### config.mk
export PLATFORM = sky130hd
export DESIGN_NAME = booth_r4_digit_accumulator
export DESIGN_NICKNAME = d
export VERILOG_FILES = /design/src/rtl/booth_r4_digit_accumulator.sv
export SDC_FILE = /design/constraint.sdc
export NUM_CORES = 1
export LEC_CHECK = 0
export CORE_ASPECT_RATIO = 0.6
export CORE_MARGIN = 1
export CORE_UTILIZATION = 40
export DETAILED_ROUTE_END_ITERATION = 8
export PLACE_DENSITY_LB_ADDON = 0.05
export SLEW_MARGIN = 20
export SYNTH_ARGS = -nofsm -noshare
export SYNTH_HDL_FRONTEND = slang
export SYNTH_SLANG_ARGS = --single-unit
### constraint.sdc
create_clock -name clk -period 6.8 [get_ports clk]
set_clock_uncertainty 0.05 [all_clocks]
set_input_delay 1.02 -clock clk [delete_from_list [all_inputs] [get_ports clk]]
set_output_delay 1.02 -clock clk [all_outputs]
set_load 0.05 [all_outputs]
### src/rtl/booth_r4_digit_accumulator.sv
// booth_r4_digit_accumulator: accumulates radix-4 Booth digits {neg,two,one} against a latched multiplicand
// Optional feature macro: BOOTH_R4_ILLEGAL_DIGIT_CHECK_EN (illegal digits 011/111 contribute 0 and set sticky err)
module booth_r4_digit_accumulator #(
   parameter int N = 8
) (
   input  logic           clk,
   input  logic           rst_n,
   input  logic           start,
   input  logic [N-1:0]   multiplicand,
   input  logic           dig_valid,
   output logic           dig_ready,
   input  logic [2:0]     dig,
   output logic           busy,
   output logic           done,
   output logic [2*N-1:0] product,
   output logic           err
);
   localparam int D  = N / 2;
   localparam int IW = (D > 1) ? $clog2(D) : 1;
   typedef enum logic [1:0] {S_IDLE, S_ACC, S_DONE} state_t;
   state_t state, state_nxt;
   logic [N-1:0] a;
   logic [2*N-1:0] acc, ax, mag, pp, sum;
   logic [IW-1:0] idx;
   logic xfer, last, ill;
`ifdef BOOTH_R4_ILLEGAL_DIGIT_CHECK_EN
   assign ill = dig[0] & dig[1];
`else
   assign ill = 1'b0;
`endif
   assign xfer = dig_valid & dig_ready;
   assign last = idx == IW'(D - 1);
   assign ax   = {{N{a[N-1]}}, a};
   assign mag  = ill ? '0 : dig[1] ? (ax << 1) : dig[0] ? ax : '0;
   assign pp   = dig[2] ? -mag : mag;
   assign sum  = acc + (pp << {idx, 1'b0});
   // state register
   always_ff @(posedge clk or negedge rst_n) begin
      if (!rst_n) state <= S_IDLE;
      else state <= state_nxt;
   end
   // next-state and handshake/status outputs
   always_comb begin
      state_nxt = state;
      dig_ready = 1'b0;
      busy      = 1'b1;
      done      = 1'b0;
      case (state)
         S_IDLE: begin
            busy = 1'b0;
            if (start) state_nxt = S_ACC;
         end
         S_ACC: begin
            dig_ready = 1'b1;
            if (dig_valid && last) state_nxt = S_DONE;
         end
         S_DONE: begin
            done      = 1'b1;
            state_nxt = S_IDLE;
         end
         default: state_nxt = S_IDLE;
      endcase
   end
   // operand latch, weighted accumulation and result capture
   always_ff @(posedge clk or negedge rst_n) begin
      if (!rst_n) begin
         a       <= '0;
         acc     <= '0;
         idx     <= '0;
         product <= '0;
         err     <= 1'b0;
      end else if (state == S_IDLE && start) begin
         a   <= multiplicand;
         acc <= '0;
         idx <= '0;
         err <= 1'b0;
      end else if (xfer) begin
         acc <= sum;
         idx <= idx + 1'b1;
         err <= err | ill;
         if (last) product <= sum;
      end
   end
endmodule

; Word-level counts from Yosys, hierarchy flattened
; Cells that the tools add are included.
; Widths: inputs -> output; s select.
[word_totals]
ff_bits = 44
latch_bits = 0
ramBits = 0
romBits = 0
in_bits = 15
out_inout_bits = 20
wordCells = 35
mem_count = 0
[classes]
n_addsub = 3
multipliers = 0
div_mod_pow = 0
n_lt_le_gt_ge = 0
eq_ne = 5
shifts = 1
muxes = 13
n_bitwise = 2
reduce_logical = 6
[ops]
columns = operator, count
row1 = $mux 16, 5
row2 = $add 16x16->16, 1
row3 = $neg 16->16, 1
row4 = $shl 16x3->16, 1
row5 = $mux 2, 4
row6 = $eq 2x2->1 const B, 2
row7 = $ne 2x2->1 const B, 2
row8 = $pmux 2 s2, 1
row9 = $mux 1, 3
row10 = $reduce_and 3->1, 1
row11 = $add 2x1->2 const B, 1
row12 = $eq 2x1->1 const B, 1
row13 = $logic_and 1x1->1, 2
row14 = $logic_not 2->1, 1
row15 = $reduce_and 2->1, 1
row16 = $reduce_bool 2->1, 1
row17 = $and 1x1->1, 1
row18 = $not 1->1, 1

; Logic depth before layout (Yosys ltp)
; Gate-level depths: netlist of the first run.
[depth]
word_depth = 8
depth_mapped = 18
mapped_depth_nobuf = 15

; Least setup slack after synthesis of the first run
; Ideal clock, no wire load.
[synth_path]
path_type = input to register
start = in dig[0]
end = reg product[15]
setup_time_ns = 0.125
arrival_time_ns = 4.470
required_time_ns = 6.625
setup_slack_ns = 2.155
cell_stages = 18
n_path_buf = 3
path_cell_list = buf_6 > nor2b_4 > buf_6 > a22oi_1 > ha_1 > o211ai_1 > or4_1 > buf_2 > and3_4 > nor4_1 > a211oi_1 > ha_1 > a21oi_1 > o21ai_0 > a211oi_1 > and2_1 > xnor3_1 > mux2_2
[synth_via]
elab_chain_cells = 6
[synth_lines]
columns = element, line
row1 = "start, declared", 12  ; input logic [2:0] dig,
row2 = $mux 16 * (2 in series), 34  ; assign mag = ill ? '0 : dig[1] ? (ax << 1) : dig[0] ? ax : '0;
row3 = $neg 16->16, 35  ; assign pp = dig[2] ? -mag : mag;
row4 = $mux 16 *, 35
row5 = $shl 16x3->16 *, 36  ; assign sum = acc + (pp << {idx, 1'b0});
row6 = $add 16x16->16 *, 36
row7 = "end signal, assigned", 81  ; if (last) product <= sum;
row8 = "end, declared", 15  ; output logic [2*N-1:0] product,
; Every way passes the cells marked *; elsewhere a longest branch is shown, timed or not.
; A chain may end at the register's enable or synchronous reset.

; Worst setup path in the final report of the first run
[layout_path]
start = in dig[1]
end = reg product[15]
[layout_via]
elab_chain_cells = 5
[layout_lines]
columns = element, line
row1 = $mux 16 *, 34
row2 = $neg 16->16, 35
row3 = $mux 16 *, 35
row4 = $shl 16x3->16 *, 36
row5 = $add 16x16->16 *, 36
; Marks and branches as above.

==> qor.csv, run 1 <==
stage,metric,value,unit
logic_synthesis,syn_avg_cell_area,8.728,um^2
clock_tree,htree_levels,2,
drt,drtIter0Drc,151,
setup_path,cp_max_fo,21,
final_layout,post-route-util,49.35,%
clock_tree,cts_resized,0,
floorplan,die_w,117.7,um
final_layout,final_cell_count_no_fill,494,
setup_path,cp.arrival,5.68,ns
floorplan,coreArea,0.007507,mm^2
timing,rsz0062_at_grt,false,
setup_path,worstPathCellList,clkdlybuf4s50_1 > nor2b_4 > a22oi_1 > ha_1 > o211ai_1 > or4_1 > and3_4 > nor4_1 > a211oi_1 > ha_1 > a21oi_1 > o21ai_0 > a211oi_1 > and2_1 > xnor3_1 > mux2_2,
setup_path,cp-end-kind,register,
placement,dp_hpwl,5769,um
logic_synthesis,async_flop_share,100.0,%
min_path,hold_path.class,reg -> reg,
setup_path,required,6.93,ns
floorplan,die_h,71.41,um
drt,post_drt_wl_per_cell,15.70,um
timing,setup_viol,0,
global_routing,grt.busiest_layer,met1,
clock_tree,ctsHoldBuffers,0,
setup_path,r2r_cells,14,
logic_synthesis,yosysUniqueCellTypes,55,
logic_synthesis,synth_ff_type,dfrtp_1,
placement,place.gp.congestion,0.9032,
drt,via_per_inst,5.472,
global_routing,grt_overflow,0,
logic_synthesis,synth_area,0.003212,mm^2
placement,port_buffers,33,
timing,slew_violations,0,
logic_synthesis,synth-seq-cells,44,
logic_synthesis,syn_nets,403,
timing,hold_violations,0,
logic_synthesis,netlist_instances,368,
drt,dr.pass1.iters,4,
drt,route.detailed.drc,0,
global_routing,use_met2,29.28,%
setup_path,path_class,in -> reg,
floorplan,ios,35,
setup_path,cp-start-kind,input port,
clock_tree,cts_buffer_depth,2,
clock_tree,clkSinkCount,44,
placement,dp.cells,486,
setup_path,slowest_stage,clkdlybuf4s50_1,
drt,ant_nets,0,
setup_path,path_delay_family,simple AND/OR/NAND/NOR gates,
timing,slew-limit-headroom,32.26,%
setup_path,crit_buf_inv,1,
final_layout,antenna_cells,0,
final_layout,fin_nets,424,
floorplan,dieArea,0.008404,mm^2
logic_synthesis,synth.yosys.warnings,0,
timing,setup_tns,0,ns
min_path,holdPathStages,2,
setup_path,crit_path_max_incr_delay,0.93,ns
setup_path,cp_num_cells,16,
timing,tightest_slew,1.012,ns
final_layout,area_growth,15.35,%
clock_tree,cts-root-buf,clkbuf_16,
clock_tree,clk_pin_slew,0.06,ns
global_routing,grt_pass1_wl,13570,um
global_routing,use_met3,5.255,%
timing,finalCritPeriodShare,81.55,%
run_status,outcome,finished clean,
timing,min_period,5.545,ns
final_layout,drive_gt1_share,7.179,%
logic_synthesis,ys_seq_area_share,34.28,%
floorplan,rows,24,
drt,dr_total_vias,2703,
job,max_cap_viol_count,0,
global_routing,gr-usage-met1,31.53,%
global_routing,grt_max_degree,45,
clock_tree,cts_tree,done,
clock_tree,numCtsBuffers,5,
global_routing,grt_pass1_vias,2637,
global_routing,grt_use_total,20.62,%
floorplan,initial_utilization,42.78,%
logic_synthesis,synth_edf_count,0,
clock_tree,clk_latency,0.30,ns
global_routing,antenna_found_initial,0,
drt,wl,7756,um
timing,fmax,180.3,MHz
clock_tree,post-cts-setup-buffers,0,
area by class of cell:
type	count	area [um^2]
timing repair buffer	34	335.3
tap	104	130.1
multi-input combinational	295	1927
sequential	44	1101
fill	742	3802
inverter	9	33.78
clock buffer	6	138.9
clock inverter	2	38.79
cell usage in the layout (no fill, tap or decap), types with 2 or more instances in the layout:
cell and count:
a211oi_1 6, a21o_1 6, a21oi_1 18, a22o_1 3
a22oi_1 6, a31oi_1 2, and2_1 3, buf_4 2
clkbuf_16 5, clkdlybuf4s50_1 32, dfrtp_1 44, ha_1 19
inv_1 9, mux2_2 11, mux2i_1 4, nand2_1 54
nand2b_1 4, nand3_1 4, nand3b_1 2, nand4_1 2
nor2_1 23, nor2b_1 5, nor3_1 8, nor4_1 2
o211ai_1 2, o21a_1 9, o21ai_0 48, o22ai_1 4
o31ai_1 8, or3_1 2, xnor2_1 12, xor2_1 6
per-stage QoR:
step | instance area [um^2] | hold slack [ns] | setup slack (ns)
2_1_floorplan | 3212 | 0.4051 | 2.155
3_3_place_gp | 3520 | 0.4126 | 1.167
3_5_place_dp | 3520 | 0.4113 | 0.9671
4_1_cts | 3697 | 0.4324 | 1.277
5_1_grt | 3705 | 0.4559 | 0.9078
6_report | 3705 | 0.4261 | 1.255
cells by family (layout without fill, tap and decap cells):
kind of cell / after synthesis / in the layout / synth area share [%]
AO/OA/AOI/OAI: 124 / 124 / 24.35
XOR/XNOR: 19 / 19 / 5.610
adder cells (fa/ha/maj): 20 / 20 / 8.025
buffers and inverters: 29 / 51 / 5.882
flip-flops: 44 / 44 / 34.28
multiplexers: 15 / 15 / 5.103
other: 1 / 1 / 0.1168
AND/OR/NAND/NOR: 116 / 116 / 16.63
worst reg2reg max path: cells and delay by family (launching register included):
| kind | cells | cell delay [ns] |
|---|---|---|
| AND/OR/NAND/NOR | 4 | 1.37 |
| AO/OA/AOI/OAI | 6 | 1.16 |
| adder cells (fa/ha/maj) | 2 | 0.64 |
| flip-flops | 1 | 0.47 |
| multiplexers | 1 | 0.26 |
| XOR/XNOR | 1 | 0.22 |
Yosys cell counts, types with 3 or more instances:
library cell,count,area share [%]
a211oi_1,6,1.4
a21o_1,6,1.4
a21oi_1,18,2.8
a22o_1,3,0.82
a22oi_1,6,1.4
and2_1,3,0.58
buf_2,3,0.47
buf_6,3,1.1
clkbuf_1,8,0.93
clkbuf_8,5,2.1
dfrtp_1,44,34
ha_1,19,7.4
inv_1,9,1.1
mux2_2,11,3.9
mux2i_1,4,1.2
nand2_1,54,6.3
nand2b_1,4,0.78
nand3_1,5,0.78
nor2_1,23,2.7
nor2b_1,5,0.97
nor3_1,8,1.2
o21a_1,9,2.1
o21ai_0,48,7.5
o22ai_1,4,0.78
o31ai_1,8,1.9
xnor2_1,12,3.3
xor2_1,6,1.6
worst paths after layout:
check | slack (ns) | start | end
worst min register to register | 0.43 | product[10]$_DFFE_PN0P_ | product[10]$_DFFE_PN0P_
worst max register to register | 2.52 | a[0]$_DFFE_PN0P_ | product[15]$_DFFE_PN0P_
worst max-delay path | 1.25 | dig[1] | product[15]$_DFFE_PN0P_
worst min-delay path | 0.43 | product[10]$_DFFE_PN0P_ | product[10]$_DFFE_PN0P_
max in group asynchronous | 5.61 | rst_n | product[2]$_DFFE_PN0P_
min in group asynchronous | 0.68 | rst_n | product[13]$_DFFE_PN0P_
registers in the layout, indices dropped and copies added (netlist names):
signal / cells
a: 8
acc: 16
idx: 2
product: 16
state: 2
per-layer routing:
layer | up-vias | share of wire (%)
met2 | 64 | 38
met5 | - | 0
li1 | 1369 | -
met3 | 6 | 5.3
met4 | 0 | 0.63
met1 | 1264 | 57
Power of run 1 is not shown: default switching activity piles up to over one toggle a cycle in this logic, so the estimate is an artifact.
==> run 2, diff against run 1 <==
==> constraint.sdc (replaced) <==
create_clock -name clk -period 5.7 [get_ports clk]
set_clock_uncertainty 0.05 [all_clocks]
set_input_delay 0.855 -clock clk [delete_from_list [all_inputs] [get_ports clk]]
set_output_delay 0.855 -clock clk [all_outputs]
set_load 0.05 [all_outputs]
==> run 2 against run 1 <==
Compared with the run above: first-iteration DRC count rose by 15%; critical endpoint unchanged; hold slack better by 0.00076 ns; via count grew 3.1%; highest routed layer unchanged; critical path type unchanged.
==> qor.csv, run 2 (synthesized netlist as in run 1, its figures left out) <==
stage,metric,value,unit,change
run_status,outcome,finished clean,,
clock_tree,cts-root-buf,clkbuf_16,,
job,max_cap_viol_count,0,,unchanged
global_routing,grt_pass1_wl,13610,um,+0.35%
placement,place.gp.congestion,0.8452,,-6.4%
drt,dr_total_vias,2786,,+3.1%
clock_tree,clk_latency,0.29,ns,about the same
drt,dr.max_layer_used,met4,,
setup_path,crit_buf_inv,1,,unchanged
setup_path,cp-end-kind,register,,
final_layout,fin_nets,426,,+0.47%
setup_path,r2r-start,a[0]$_DFFE_PN0P_,,
clock_tree,cts_buffer_depth,2,,unchanged
final_layout,area_growth,15.82,%,
setup_path,required,5.83,ns,-1.10 ns
global_routing,grt_max_degree,45,,unchanged
setup_path,r2r_end,product[15]$_DFFE_PN0P_,,
timing,setup_viol,0,,unchanged
setup_path,slowest_stage,or4_1,,
placement,dp.cells,488,,+0.41%
global_routing,grt_overflow,0,,unchanged
clock_tree,numCtsBuffers,5,,unchanged
setup_path,path_class,in -> reg,,
setup_path,crit_path_max_incr_delay,0.62,ns,-0.31 ns
placement,dp_hpwl,5810,um,+0.71%
drt,met1_length,4456,um,+1.6%
timing,fmax,198.5,MHz,
setup_path,cp.arrival,5.17,ns,-0.51 ns
final_layout,reg_top3,"acc (16), product (16), a (8)",,
final_layout,fillerInstances,750,,+1.1%
drt,via_per_inst,5.617,,+2.7%
floorplan,rows,24,,unchanged
floorplan,dieArea,0.008404,mm^2,unchanged
min_path,hold_path.class,reg -> reg,,
timing,slew-limit-headroom,51.23,%,+19 points
min_path,hold_path_end,product[5]$_DFFE_PN0P_,,
final_layout,antenna_cells,0,,unchanged
clock_tree,clk_pin_slew,0.07,ns,about the same
min_path,hold_start,product[5]$_DFFE_PN0P_,,
final_layout,final_cell_count_no_fill,496,,+0.40%
floorplan,die_w,117.7,um,unchanged
drt,dr.pass1.iters,5,,+1
clock_tree,post-cts-setup-buffers,0,,unchanged
drt,route.met2.wl,2941,um,+1.0%
drt,route.detailed.drc,0,,unchanged
clock_tree,ctsHoldBuffers,0,,unchanged
setup_path,cp-start-kind,input port,,
final_layout,post-route-util,49.55,%,+0.20 points
setup_path,reg2reg_slack,1.43,ns,-1.09 ns
clock_tree,cts_resized,0,,unchanged
timing,tightest_slew,0.7316,ns,-0.2808 ns
final_layout,drive_gt1_share,7.653,%,+0.47 points
drt,wl,7866,um,+1.4%
floorplan,die_h,71.41,um,unchanged
setup_path,cp_max_fo,8,,-62%
floorplan,ios,35,,unchanged
timing,slew_violations,0,,unchanged
setup_path,r2r_cells,14,,unchanged
timing,rsz0062_at_grt,false,,
global_routing,grt_use_total,20.59,%,-0.035 points
timing,whs,0.4269,ns,+0.0007610 ns
clock_tree,clkSinkCount,44,,unchanged
drt,dr_wl_met3,405,um,-1.2%
drt,post_drt_wl_per_cell,15.86,um,+1.0%
min_path,holdPathStages,2,,unchanged
timing,min_period,5.038,ns,
clock_tree,htree_levels,2,,unchanged
setup_path,worstPathCellList,clkdlybuf4s50_1 > nor2b_4 > a22oi_1 > ha_1 > o211ai_1 > or4_1 > and3_4 > nor4_1 > a211oi_1 > ha_1 > a21oi_1 > o21ai_0 > a211oi_1 > and2_1 > xnor3_1 > mux2_2,,
final_layout,final_cell_mix,"nand2_1 (54), o21ai_0 (48), dfrtp_1 (44)",,
global_routing,grt_pass1_vias,2622,,-0.57%
global_routing,antenna_found_initial,0,,unchanged
timing,finalCritPeriodShare,88.39,%,
floorplan,initial_utilization,42.78,%,unchanged
timing,hold_violations,0,,unchanged
placement,port_buffers,33,,unchanged
drt,drtIter0Drc,173,,+15%
drt,ant_nets,0,,unchanged
setup_path,path_delay_family,simple AND/OR/NAND/NOR gates,,
clock_tree,cts_tree,done,,
floorplan,coreArea,0.007507,mm^2,unchanged
final_layout,final_common_cell,nand2_1,,
timing,setup_tns,0,ns,unchanged
-- run 2: layer usage --
layer / GRT usage, % / vias up
met5: 0 / -
met4: 3.846 / 0
met3: 3.822 / 7
met2: 27.78 / 80
met1: 33.37 / 1326
li1: - / 1373
-- run 2: cell type report --
type / instances / area (um^2) / area share [%]
clock inverter: 2 / 38.79 / 1.043
clock buffer: 6 / 138.9 / 3.734
timing repair buffer: 36 / 350.3 / 9.418
tap: 104 / 130.1 / 3.498
multi-input combinational: 295 / 1927 / 51.80
sequential: 44 / 1101 / 29.60
inverter: 9 / 33.78 / 0.9082
-- run 2: worst reg2reg max path: stages, from the launching register on --
cell and delay, ns:
dfrtp_1 0.47, a22oi_1 0.26, ha_1 0.23, o211ai_1 0.13
or4_1 0.62, and3_4 0.24, nor4_1 0.22, a211oi_1 0.09
ha_1 0.40, a21oi_1 0.21, o21ai_0 0.16, a211oi_1 0.35
and2_1 0.25, xnor3_1 0.22, mux2_2 0.26
-- run 2: how the worst max path moves through the flow --
stage          cells after the start                       to    from  slack [ns]
2_1_floorplan                     18  product[15]$_DFFE_PN0P_  dig[0]        1.22
3_3_place_gp                      16  product[15]$_DFFE_PN0P_  dig[0]        0.54
3_5_place_dp                      16  product[15]$_DFFE_PN0P_  dig[0]        0.36
4_1_cts                           16  product[15]$_DFFE_PN0P_  dig[0]        0.67
5_1_grt                           16  product[15]$_DFFE_PN0P_  dig[0]        0.32
6_report                          16  product[15]$_DFFE_PN0P_  dig[0]        0.66
-- run 2: stage by stage --
step	cell area (um^2)	worst slack (ns)
after floorplan	3212	1.220
after global placement	3535	0.5351
after detailed placement	3535	0.3613
after CTS	3712	0.6720
after global routing	3720	0.3204
final	3720	0.6616
Power of run 2 is left out for the same reason.
